## config.mk

```make
export PLATFORM = sky130hd
export DESIGN_NAME = if_stage_flat
export DESIGN_NICKNAME = d
export VERILOG_FILES = /design/src/rtl/cpu_pkg.sv /design/src/rtl/if_stage_if.sv /design/src/rtl/if_stage_ifid_reg.sv /design/src/rtl/if_stage.sv /design/src/flat_wrapper.sv
export SDC_FILE = /design/constraint.sdc
export NUM_CORES = 1
export LEC_CHECK = 0
export ABC_CLOCK_PERIOD_IN_PS = 2700
export BUFFER_PORTS_ARGS = -buffer_cell sky130_fd_sc_hd__buf_2
export CORE_MARGIN = 5
export CORE_UTILIZATION = 45
export CTS_BUF_LIST = sky130_fd_sc_hd__clkbuf_16
export CTS_CLUSTER_DIAMETER = 100
export DETAILED_ROUTE_END_ITERATION = 7
export HOLD_SLACK_MARGIN = 0.03
export PLACE_DENSITY = 0.72
export SYNTH_ARGS = -nofsm -noshare
export SYNTH_HDL_FRONTEND = slang
export SYNTH_SLANG_ARGS = --single-unit
```

## constraint.sdc

```tcl
create_clock -name clk_i -period 2.7 [get_ports clk_i]
set_input_delay 0.27 -clock clk_i [delete_from_list [all_inputs] [get_ports clk_i]]
set_output_delay 0.27 -clock clk_i [all_outputs]
set_load 0.01 [all_outputs]
```

## src/rtl/cpu_pkg.sv

```systemverilog
`default_nettype none
// ============================================================================
// Module   : cpu_pkg
// Brief    : Shared constants and types for the fetch front end.
// Revision : 1.0
// ============================================================================
package cpu_pkg;

    localparam logic [31:0] NOP_INSTR = 32'h0000_0013;
    localparam logic [6:0]  OP_ITYPE  = 7'b0010011;
    localparam logic [6:0]  OP_RTYPE  = 7'b0110011;

    typedef enum logic [1:0] {
        IDLE = 2'd0,
        RUN  = 2'd1,
        HALT = 2'd2
    } fetch_state_t;

endpackage
`default_nettype wire

```

## src/rtl/if_stage_if.sv

```systemverilog
`default_nettype none
// ============================================================================
// Module   : if_stage_if
// Brief    : Word-addressed instruction-memory read port (combinational read).
// Revision : 1.0
// ============================================================================
interface if_stage_if #(
    parameter int AW = 8
) ();
    logic [AW-1:0] imem_addr;
    logic [31:0]   imem_instr;

    modport master (output imem_addr, input imem_instr);
    modport slave  (input imem_addr, output imem_instr);
endinterface
`default_nettype wire

```

## src/rtl/if_stage_ifid_reg.sv

```systemverilog
`default_nettype none
// ============================================================================
// Module   : ifid_reg
// Brief    : IF/ID pipeline register; load, hold, otherwise insert a bubble.
// Revision : 1.0
// ============================================================================
module ifid_reg
    import cpu_pkg::*;
#(
    parameter int XLEN = 32
) (
    input  wire logic            clk,
    input  wire logic            rst,
    input  wire logic            i_load,
    input  wire logic            i_hold,
    input  wire logic [XLEN-1:0] i_pc,
    input  wire logic [31:0]     i_instr,
    input  wire logic            i_valid,
    output logic [XLEN-1:0]      o_pc,
    output logic [31:0]          o_instr,
    output logic                 o_valid
);

    logic [XLEN-1:0] r_pc;
    logic [31:0]     r_instr;
    logic            r_valid;

    always_ff @(posedge clk) begin
        if (rst || (!i_load && !i_hold)) begin
            r_pc    <= '0;
            r_instr <= NOP_INSTR;
            r_valid <= 1'b0;
        end else if (i_load) begin
            r_pc    <= i_pc;
            r_instr <= i_instr;
            r_valid <= i_valid;
        end
    end

    assign o_pc    = r_pc;
    assign o_instr = r_instr;
    assign o_valid = r_valid;

endmodule
`default_nettype wire

```

## src/rtl/if_stage.sv

```systemverilog
`default_nettype none
// ============================================================================
// Module   : if_stage
// Brief    : Instruction fetch: PC, run/halt FSM, fetch counter and IF/ID register.
// Revision : 1.0
// ============================================================================
module if_stage
    import cpu_pkg::*;
#(
    parameter int unsigned     XLEN       = 32,
    parameter logic [XLEN-1:0] RESET_PC   = '0,
    parameter int unsigned     IMEM_DEPTH = 256
) (
    input  wire logic            clk_i,
    input  wire logic            rst_i,
    input  wire logic            start_i,
    input  wire logic            stall_i,
    input  wire logic            flush_i,
    input  wire logic [XLEN-1:0] redirect_pc_i,
    if_stage_if.master           imem,
    output logic [XLEN-1:0]      pc_o,
    output logic [XLEN-1:0]      ifid_pc_o,
    output logic [31:0]          ifid_instr_o,
    output logic                 ifid_valid_o,
    output logic [6:0]           op_o,
    output logic                 running_o,
    output logic                 halted_o,
    output logic [31:0]          fetch_count_o
);

    localparam int unsigned     AW      = $clog2(IMEM_DEPTH);
    localparam logic [XLEN-1:0] c_DEPTH = XLEN'(IMEM_DEPTH);

    fetch_state_t    r_state, w_state_nxt;
    logic [XLEN-1:0] r_pc, w_pc_nxt, w_redirect;
    logic [31:0]     r_fetch_count;
    logic            w_oor, w_count_inc;
    logic            w_ifid_load, w_ifid_hold, w_ifid_valid;
    logic [31:0]     w_ifid_instr;

    assign w_redirect = {redirect_pc_i[XLEN-1:2], 2'b00};
    assign w_oor      = {2'b00, r_pc[XLEN-1:2]} >= c_DEPTH;

    always_ff @(posedge clk_i) begin
        if (rst_i) begin
            r_state       <= IDLE;
            r_pc          <= RESET_PC;
            r_fetch_count <= '0;
        end else begin
            r_state <= w_state_nxt;
            r_pc    <= w_pc_nxt;
            if (w_count_inc && (r_fetch_count != 32'hFFFF_FFFF))
                r_fetch_count <= r_fetch_count + 32'd1;
        end
    end

    // IF/ID defaults to a bubble; only RUN loads or holds it.
    always_comb begin
        w_state_nxt  = r_state;
        w_pc_nxt     = r_pc;
        w_count_inc  = 1'b0;
        w_ifid_load  = 1'b0;
        w_ifid_hold  = 1'b0;
        w_ifid_instr = NOP_INSTR;
        w_ifid_valid = 1'b0;
        case (r_state)
            IDLE: begin
                if (flush_i) w_pc_nxt = w_redirect;
                if (start_i) w_state_nxt = RUN;
            end
            RUN: begin
                if (flush_i) begin
                    w_pc_nxt = w_redirect;
                end else if (stall_i) begin
                    w_ifid_hold = 1'b1;
                end else if (w_oor) begin
                    w_ifid_load = 1'b1;
                    w_state_nxt = HALT;
                end else begin
                    w_ifid_load  = 1'b1;
                    w_ifid_instr = imem.imem_instr;
                    w_ifid_valid = 1'b1;
                    w_pc_nxt     = r_pc + XLEN'(4);
                    w_count_inc  = 1'b1;
                end
            end
            HALT: begin
                if (flush_i) begin
                    w_pc_nxt    = w_redirect;
                    w_state_nxt = RUN;
                end
            end
            default: w_state_nxt = IDLE;
        endcase
    end

    ifid_reg #(.XLEN(XLEN)) u_ifid (
        .clk     (clk_i),
        .rst     (rst_i),
        .i_load  (w_ifid_load),
        .i_hold  (w_ifid_hold),
        .i_pc    (r_pc),
        .i_instr (w_ifid_instr),
        .i_valid (w_ifid_valid),
        .o_pc    (ifid_pc_o),
        .o_instr (ifid_instr_o),
        .o_valid (ifid_valid_o)
    );

    assign imem.imem_addr = r_pc[AW+1:2];
    assign pc_o           = r_pc;
    assign op_o           = ifid_valid_o ? ifid_instr_o[6:0] : OP_ITYPE;
    assign running_o      = (r_state == RUN);
    assign halted_o       = (r_state == HALT);
    assign fetch_count_o  = r_fetch_count;

endmodule
`default_nettype wire

```

## src/flat_wrapper.sv

```systemverilog
// flat-port wrapper written by rule: the top's interface ports become plain ports
module if_stage_flat import cpu_pkg::*;
#(
    parameter int unsigned     XLEN       = 32,
    parameter logic [XLEN-1:0] RESET_PC   = '0,
    parameter int unsigned     IMEM_DEPTH = 256
)
  (clk_i, rst_i, start_i, stall_i, flush_i, redirect_pc_i, pc_o, ifid_pc_o, ifid_instr_o, ifid_valid_o, op_o, running_o, halted_o, fetch_count_o, imem_imem_addr, imem_imem_instr);
  if_stage_if #(.AW(8)) imem_i ();
  input  wire logic clk_i;
  input  wire logic rst_i;
  input  wire logic start_i;
  input  wire logic stall_i;
  input  wire logic flush_i;
  input  wire logic [XLEN-1:0] redirect_pc_i;
  output logic [XLEN-1:0] pc_o;
  output logic [XLEN-1:0] ifid_pc_o;
  output logic [31:0] ifid_instr_o;
  output logic ifid_valid_o;
  output logic [6:0] op_o;
  output logic running_o;
  output logic halted_o;
  output logic [31:0] fetch_count_o;
  output wire logic [$bits(imem_i.imem_addr)-1:0] imem_imem_addr;
  input wire logic [$bits(imem_i.imem_instr)-1:0] imem_imem_instr;
  assign imem_imem_addr = imem_i.imem_addr;
  assign imem_i.imem_instr = imem_imem_instr;
  if_stage #(.XLEN(XLEN), .RESET_PC(RESET_PC), .IMEM_DEPTH(IMEM_DEPTH)) u_core (.clk_i(clk_i), .rst_i(rst_i), .start_i(start_i), .stall_i(stall_i), .flush_i(flush_i), .redirect_pc_i(redirect_pc_i), .imem(imem_i), .pc_o(pc_o), .ifid_pc_o(ifid_pc_o), .ifid_instr_o(ifid_instr_o), .ifid_valid_o(ifid_valid_o), .op_o(op_o), .running_o(running_o), .halted_o(halted_o), .fetch_count_o(fetch_count_o));
endmodule
```

==> results of run 1 <==
synthesized netlist by cell type (all sizes together) (2+ instances only):
cell / count
nor3: 15
o41ai: 3
o21ai: 25
mux2i: 3
a31oi: 4
buf: 24
inv: 12
and3: 8
mux2: 5
or3: 13
o31ai: 21
and4: 3
nand2: 79
nor4b: 3
o22ai: 3
nand2b: 9
nor2: 37
a211oi: 5
o221a: 30
dfxtp: 127
nor2b: 9
a21oi: 69
ha: 3
nand3: 57
nor4: 8
and2: 8
clkbuf: 42
o21a: 3
a311oi: 2
nand4: 16
a22o: 9
or4: 16
nand4b: 2
worst min-delay path, stage by stage:
cell	delay, ns
buf_2	0.07
mux2i_1	0.06
nor2_1	0.07
sequential cells by signal, summed over array words and instances, names as in the netlist:
signal                 cells
u_core.r_state             2
u_core.fetch_count_o      32
u_core.u_ifid.o_pc        30
u_core.u_ifid.o_valid      1
u_core.u_ifid.o_instr     32
u_core.pc_o               30
where the power goes:
part / leakage (nW) / switching [W] / internal [W]
registers: 1.03 / 0.0000505 / 0.00191
logic: 1.96 / 0.000216 / 0.000145
clock network: 0.305 / 0.000776 / 0.00151
cells by family (layout without fill, tap and decap cells):
group	Yosys count	after routing	share of synthesized area, %
buf+inv	78	281	6.30
compound gates	181	181	21.6
flops	127	127	43.8
other cells	1	4	0.0646
mux	8	8	1.49
simple gates	289	289	26.1
fa+ha+maj	3	3	0.647
layout make-up:
cell class / count / area [um^2]
sequential: 127 / 2540
fill: 1134 / 5040
inverter: 12 / 45.0
timing repair buffer: 238 / 1280
tap: 172 / 215
clock inverter: 14 / 160
multi-input combinational: 485 / 2920
clock buffer: 17 / 425
metal layers:
layer / part of all wire, % / global-route usage (%)
met4: 1.7 / 7.20
met3: 6.7 / 6.04
met5: 0 / 0
met1: 44 / 29.1
met2: 48 / 35.0
metrics by stage:
stage | cell area [um^2] | instances
global route | 7580 | 1065
finish | 7580 | 1065
CTS | 7580 | 1065
floorplan | 5810 | 690
detailed placement | 7000 | 1034
global placement | 7000 | 1034
worst max path at each step:
stage	slack [ns]	startpoint	cells after the start	endpoint
global placement	0.22	flush_i	7	u_core.fetch_count_o[29]
CTS	0.27	u_core.pc_o[22]	6	u_core.fetch_count_o[29]
floorplan	0.40	u_core.r_state[1]	8	u_core.fetch_count_o[10]
global route	0.07	u_core.pc_o[12]	6	u_core.fetch_count_o[29]
finish	0.26	u_core.pc_o[22]	6	u_core.fetch_count_o[29]
detailed placement	0.21	flush_i	7	u_core.fetch_count_o[29]
placed cells by master, fill, tap and decap left out, drive strengths merged, types with 2 or more instances in the layout:
| cell | netlist | routed |
|---|---|---|
| buf | 24 | 238 |
| dfxtp | 127 | 127 |
| nand2 | 79 | 79 |
| a21oi | 69 | 69 |
| nand3 | 57 | 57 |
| nor2 | 37 | 37 |
| o221a | 30 | 30 |
| o21ai | 25 | 25 |
| o31ai | 21 | 21 |
| inv | 12 | 17 |
| clkbuf | 42 | 17 |
| or4 | 16 | 16 |
| nand4 | 16 | 16 |
| nor3 | 15 | 15 |
| or3 | 13 | 13 |
| nor2b | 9 | 9 |
| nand2b | 9 | 9 |
| a22o | 9 | 9 |
| nor4 | 8 | 8 |
| and3 | 8 | 8 |
| and2 | 8 | 8 |
| a211oi | 5 | 5 |
| mux2 | 5 | 5 |
| clkinv | 0 | 5 |
| a31oi | 4 | 4 |
| conb | 1 | 4 |
| bufinv | 0 | 4 |
| and4 | 3 | 3 |
| nor4b | 3 | 3 |
| o41ai | 3 | 3 |
| mux2i | 3 | 3 |
| o22ai | 3 | 3 |
| o21a | 3 | 3 |
| ha | 3 | 3 |
| nand4b | 2 | 2 |
| a311oi | 2 | 2 |
==> impl_metrics.toml, run 1 <==
[sta]
grt_setup_unrepaired = "no"
layout_setup_ws_ns = 0.258
report.final.slew_viol_count = 0
hold_slack_ns = 0.0969
fin_crit_sh_pct = 90.5
period_minus_slack_ns = 2.44
max_slew_margin_pct = 29.4
max_clock_freq_mhz = 409
setup-tns-final_ns = 0
skew_ns = 0.00657
worstMarginPinSlew_ns = 1.06
setup_violations = 0
hold_viol = 0

[run]
drv_cap = 0

[floorplan]
io_pins = 215
rows = 41
die_h_um = 124
initial_core_util_pct = 46.0
dieWidth_um = 124
coreArea_um2 = 12600
dieArea_um2 = 15300

[clock_network]
clock_latency_ns = 0.41
clk_path_buf_depth = 2
holdBufCountCts = 0
cts_tree = "done"
cts_inserted_buffers = 17
path_clk_slew_ns = 0.05
h-tree-depth = 4
postCtsSetupBuffers = 0
clock_sinks = 127
ctsRootBufferMaster = "clkbuf_16"
cts_resized = 0

[route]
via_count = 5888
avgViaCountPerCell = 5.53
dr.pass1.iters = 5
drt-wirelength-per-cell_um = 16.2
detail-route-antenna-nets = 0
first_iter_violations = 412
drc = 0
wl_mm = 17.3

[setup_path]
reg2reg_depth = 6
cp_data_required_time_ns = 3.03
cp_slowest_cell = "or4_1"
crit_arrival_ns = 2.78
rrSetupSlack_ns = 0.26
cp_common_cell = "or4_1"
max_stage_delay_ns = 0.63
endpoint_kind = "flip-flop"
cp_num_buf_inv = 1
crit_chain = "or4_1 > nor3_4 > buf_4 > nand4_1 > or4_1 > a21oi_1"
r2r_end = "u_core.fetch_count_o[29]"
crit_family = "simple AND/OR/NAND/NOR gates"
setup.worst_path.start_class = "flip-flop"
cp_max_fo = 11
crit_type = "reg2reg"
rr_startpoint = "u_core.pc_o[22]"

[power]
vdd_drop_max_mv = 0.543
powerDensity_nw_per_um2 = 607
power_w = 0.00460
p_leak_nw = 3.29

[layout]
diodes = 0
syn2layout_area_growth_pct = 30.7
fin_util_pct = 60.1
nets = 953
drive_gt1_share_pct = 34.3

[outcome]
status = "complete, no violations"

[synthesis]
seq_area_frac_synth_pct = 43.8
ys_warn_count = 0
synthArstFlopShare_pct = 0
yosysUniqueCellTypes = 54
synth-seq-cells = 127
netlist_instances = 687
synth_edf_count = 0
yosysTopAreaCell = "dfxtp_1"
synth_area_leaders = "dfxtp_1 44%, a21oi_1 6.0%, o221a_2 5.8%, nand2_1 5.1%, nand3_1 4.8%"
synth_top_area_share_pct = 43.8
netlist_area_um2 = 5800
synth-main-ff-cell = "dfxtp_1"
avgSynthCellArea_um2 = 8.45

[placement]
place.gp.congestion = 0.820
pre_cts_slack_ns = 0.211
portBuffers = 208
dp_hpwl_mm = 12.2

[hold_path]
min-delay-start = "redirect_pc_i[21]"
hold_class = "in2reg"
hold_depth = 3
min_to = "u_core.pc_o[21]"

[global_route]
gr-total-overflow = 0
grt_pass1_vias = 5355
grt_usage_pct = 22.0
grt_pass1_wl_mm = 26.9
grt_max_degree = 66
antenna_found_initial = 0
No activity file was read; power rests on OpenSTA's default activity.
==> run 2, diff against run 1 <==
==> constraint.sdc (replaced) <==
create_clock -name clk_i -period 2.7 [get_ports clk_i]
set_input_delay 0.135 -clock clk_i [delete_from_list [all_inputs] [get_ports clk_i]]
set_output_delay 0.135 -clock clk_i [all_outputs]
set_load 0.01 [all_outputs]
==> run 2 against run 1 <==
  * Global-route usage up 1.1 points
  * Clock skew up 0.00053 ns
  * Final cell count up 3.7%
  * Combinational power up 14%
  * Maximum frequency down 0.28%
  * Die area unchanged
  * Clock power down 2%
  * Wire length up 5.5%
  * First-iteration DRC count up 23%
  * Critical path depth unchanged
  * Critical path type unchanged
==> impl_metrics.toml, run 2 (same netlist as run 1, synthesis figures left out) <==
[outcome]
status = "complete, no violations"

[route]
via_count = 6173
wl_mm = 18.2
detail-route-antenna-nets = 0
drt-wirelength-per-cell_um = 16.5
dr.pass1.iters = 5
first_iter_violations = 506
drc = 0
avgViaCountPerCell = 5.59

[setup_path]
crit_family = "simple AND/OR/NAND/NOR gates"
cp_max_fo = 11
cp_data_required_time_ns = 3.05
endpoint_kind = "flip-flop"
crit_arrival_ns = 2.80
setup.worst_path.start_class = "flip-flop"
cp_num_buf_inv = 1
crit_type = "reg2reg"
cp_common_cell = "or4_1"
cp_slowest_cell = "or4_1"
max_stage_delay_ns = 0.63
crit_chain = "or4_1 > nor3_4 > buf_4 > nand4_1 > or4_1 > a21oi_1"

[clock_network]
clk_path_buf_depth = 2
cts_tree = "done"
clock_sinks = 127
cts_resized = 0
ctsRootBufferMaster = "clkbuf_16"
cts_inserted_buffers = 17
clock_latency_ns = 0.41
h-tree-depth = 4
postCtsSetupBuffers = 0
path_clk_slew_ns = 0.06

[sta]
setup-tns-final_ns = 0
max_clock_freq_mhz = 408
hold_viol = 0
fin_crit_sh_pct = 90.7
setup_violations = 0
worstMarginPinSlew_ns = 1.20
grt_setup_unrepaired = "no"
skew_ns = 0.00710
period_minus_slack_ns = 2.45
report.final.slew_viol_count = 0
max_slew_margin_pct = 20.3
layout_setup_ws_ns = 0.251

[run]
drv_cap = 0

[global_route]
grt_pass1_vias = 5726
antenna_found_initial = 0
grt_max_degree = 64
grt_usage_pct = 23.2
gr-total-overflow = 0
grt_pass1_wl_mm = 28.2

[floorplan]
initial_core_util_pct = 46.0
io_pins = 215
dieArea_um2 = 15300
rows = 41
dieWidth_um = 124
die_h_um = 124
coreArea_um2 = 12600

[power]
vdd_drop_max_mv = 0.384
p_leak_nw = 3.42
powerDensity_nw_per_um2 = 579
power_w = 0.00461

[layout]
post-route-cell-area_um2 = 7970
fin_util_pct = 63.1
nets = 991
syn2layout_area_growth_pct = 37.3
layout.cells.most_common = "buf_2"
layout_common_cells = "208 x buf_2, 127 x dfxtp_1, 79 x nand2_1"
fillers = 1117
drive_gt1_share_pct = 32.7
diodes = 0

[placement]
place.gp.congestion = 0.827
place_area_um2 = 6960
portBuffers = 208
dp_hpwl_mm = 12.0
pre_cts_slack_ns = 0.285

[hold_path]
hold_class = "in2reg"
-- run 2: changes by cell type in the layout (fill, tap and decap cells not counted), moves of 2 or more --
| cell | before | now |
|---|---|---|
| clkinvlp_4 | 0 | 3 |
| inv_1 | 17 | 12 |
| buf_4 | 29 | 24 |
| clkinv_1 | 3 | 5 |
| dlygate4sd3_1 | 0 | 43 |
| clkinv_2 | 2 | 4 |
-- run 2: final timing paths --
kind | from | to | slack [ns] | cells past startpoint
setup / recovery | u_core.pc_o[22] | u_core.fetch_count_o[29] | 0.25 | 6
hold / removal | redirect_pc_i[30] | u_core.pc_o[30] | 0.05 | 4
setup reg to reg | u_core.pc_o[22] | u_core.fetch_count_o[29] | 0.25 | 6
hold reg to reg | u_core.u_ifid.o_instr[30] | u_core.u_ifid.o_instr[30] | 0.44 | 2
-- run 2: area by class of cell --
| class | instances | area, um^2 | share of cell area [%] |
|---|---|---|---|
| Multi-Input combinational cell | 485 | 2920 | 36.6 |
| Sequential cell | 127 | 2540 | 31.9 |
| Timing Repair Buffer | 276 | 1670 | 21.0 |
| Clock buffer | 17 | 425 | 5.34 |
| Tap cell | 172 | 215 | 2.70 |
| Clock inverter | 15 | 151 | 1.90 |
| Inverter | 12 | 45.0 | 0.565 |
-- run 2: where the power goes --
part	switching (W)	internal, W	leakage [nW]	total [W]
clock network	0.000817	0.00142	0.276	0.00224
registers	0.0000518	0.00191	1.03	0.00196
logic	0.000228	0.000184	2.11	0.000411
-- run 2: repair_timing --
item	4_1_cts	5_1_grt
endpoints found under the hold margin	43	0
endpoints found under the setup margin	0	0
hold buffers	43	0
-- run 2: stage by stage --
step | cells | hold slack (ns)
CTS | 1104 | 0.0302
floorplan | 690 | 0.282
finish | 1104 | 0.0477
detailed placement | 1029 | 0.384
global route | 1104 | 0.0591
global placement | 1029 | 0.371
-- run 2: worst min-delay path, cell delays in order --
cell and delay, ns:
buf_2 0.08, nand2_1 0.05, o41ai_1 0.06, a22o_1 0.11
-- run 2: layer usage --
layer	share of wire, %	GRT usage, %
met1	42	29.9
met2	48	36.5
met3	6.8	5.54
met4	2.9	11.0
met5	0	0
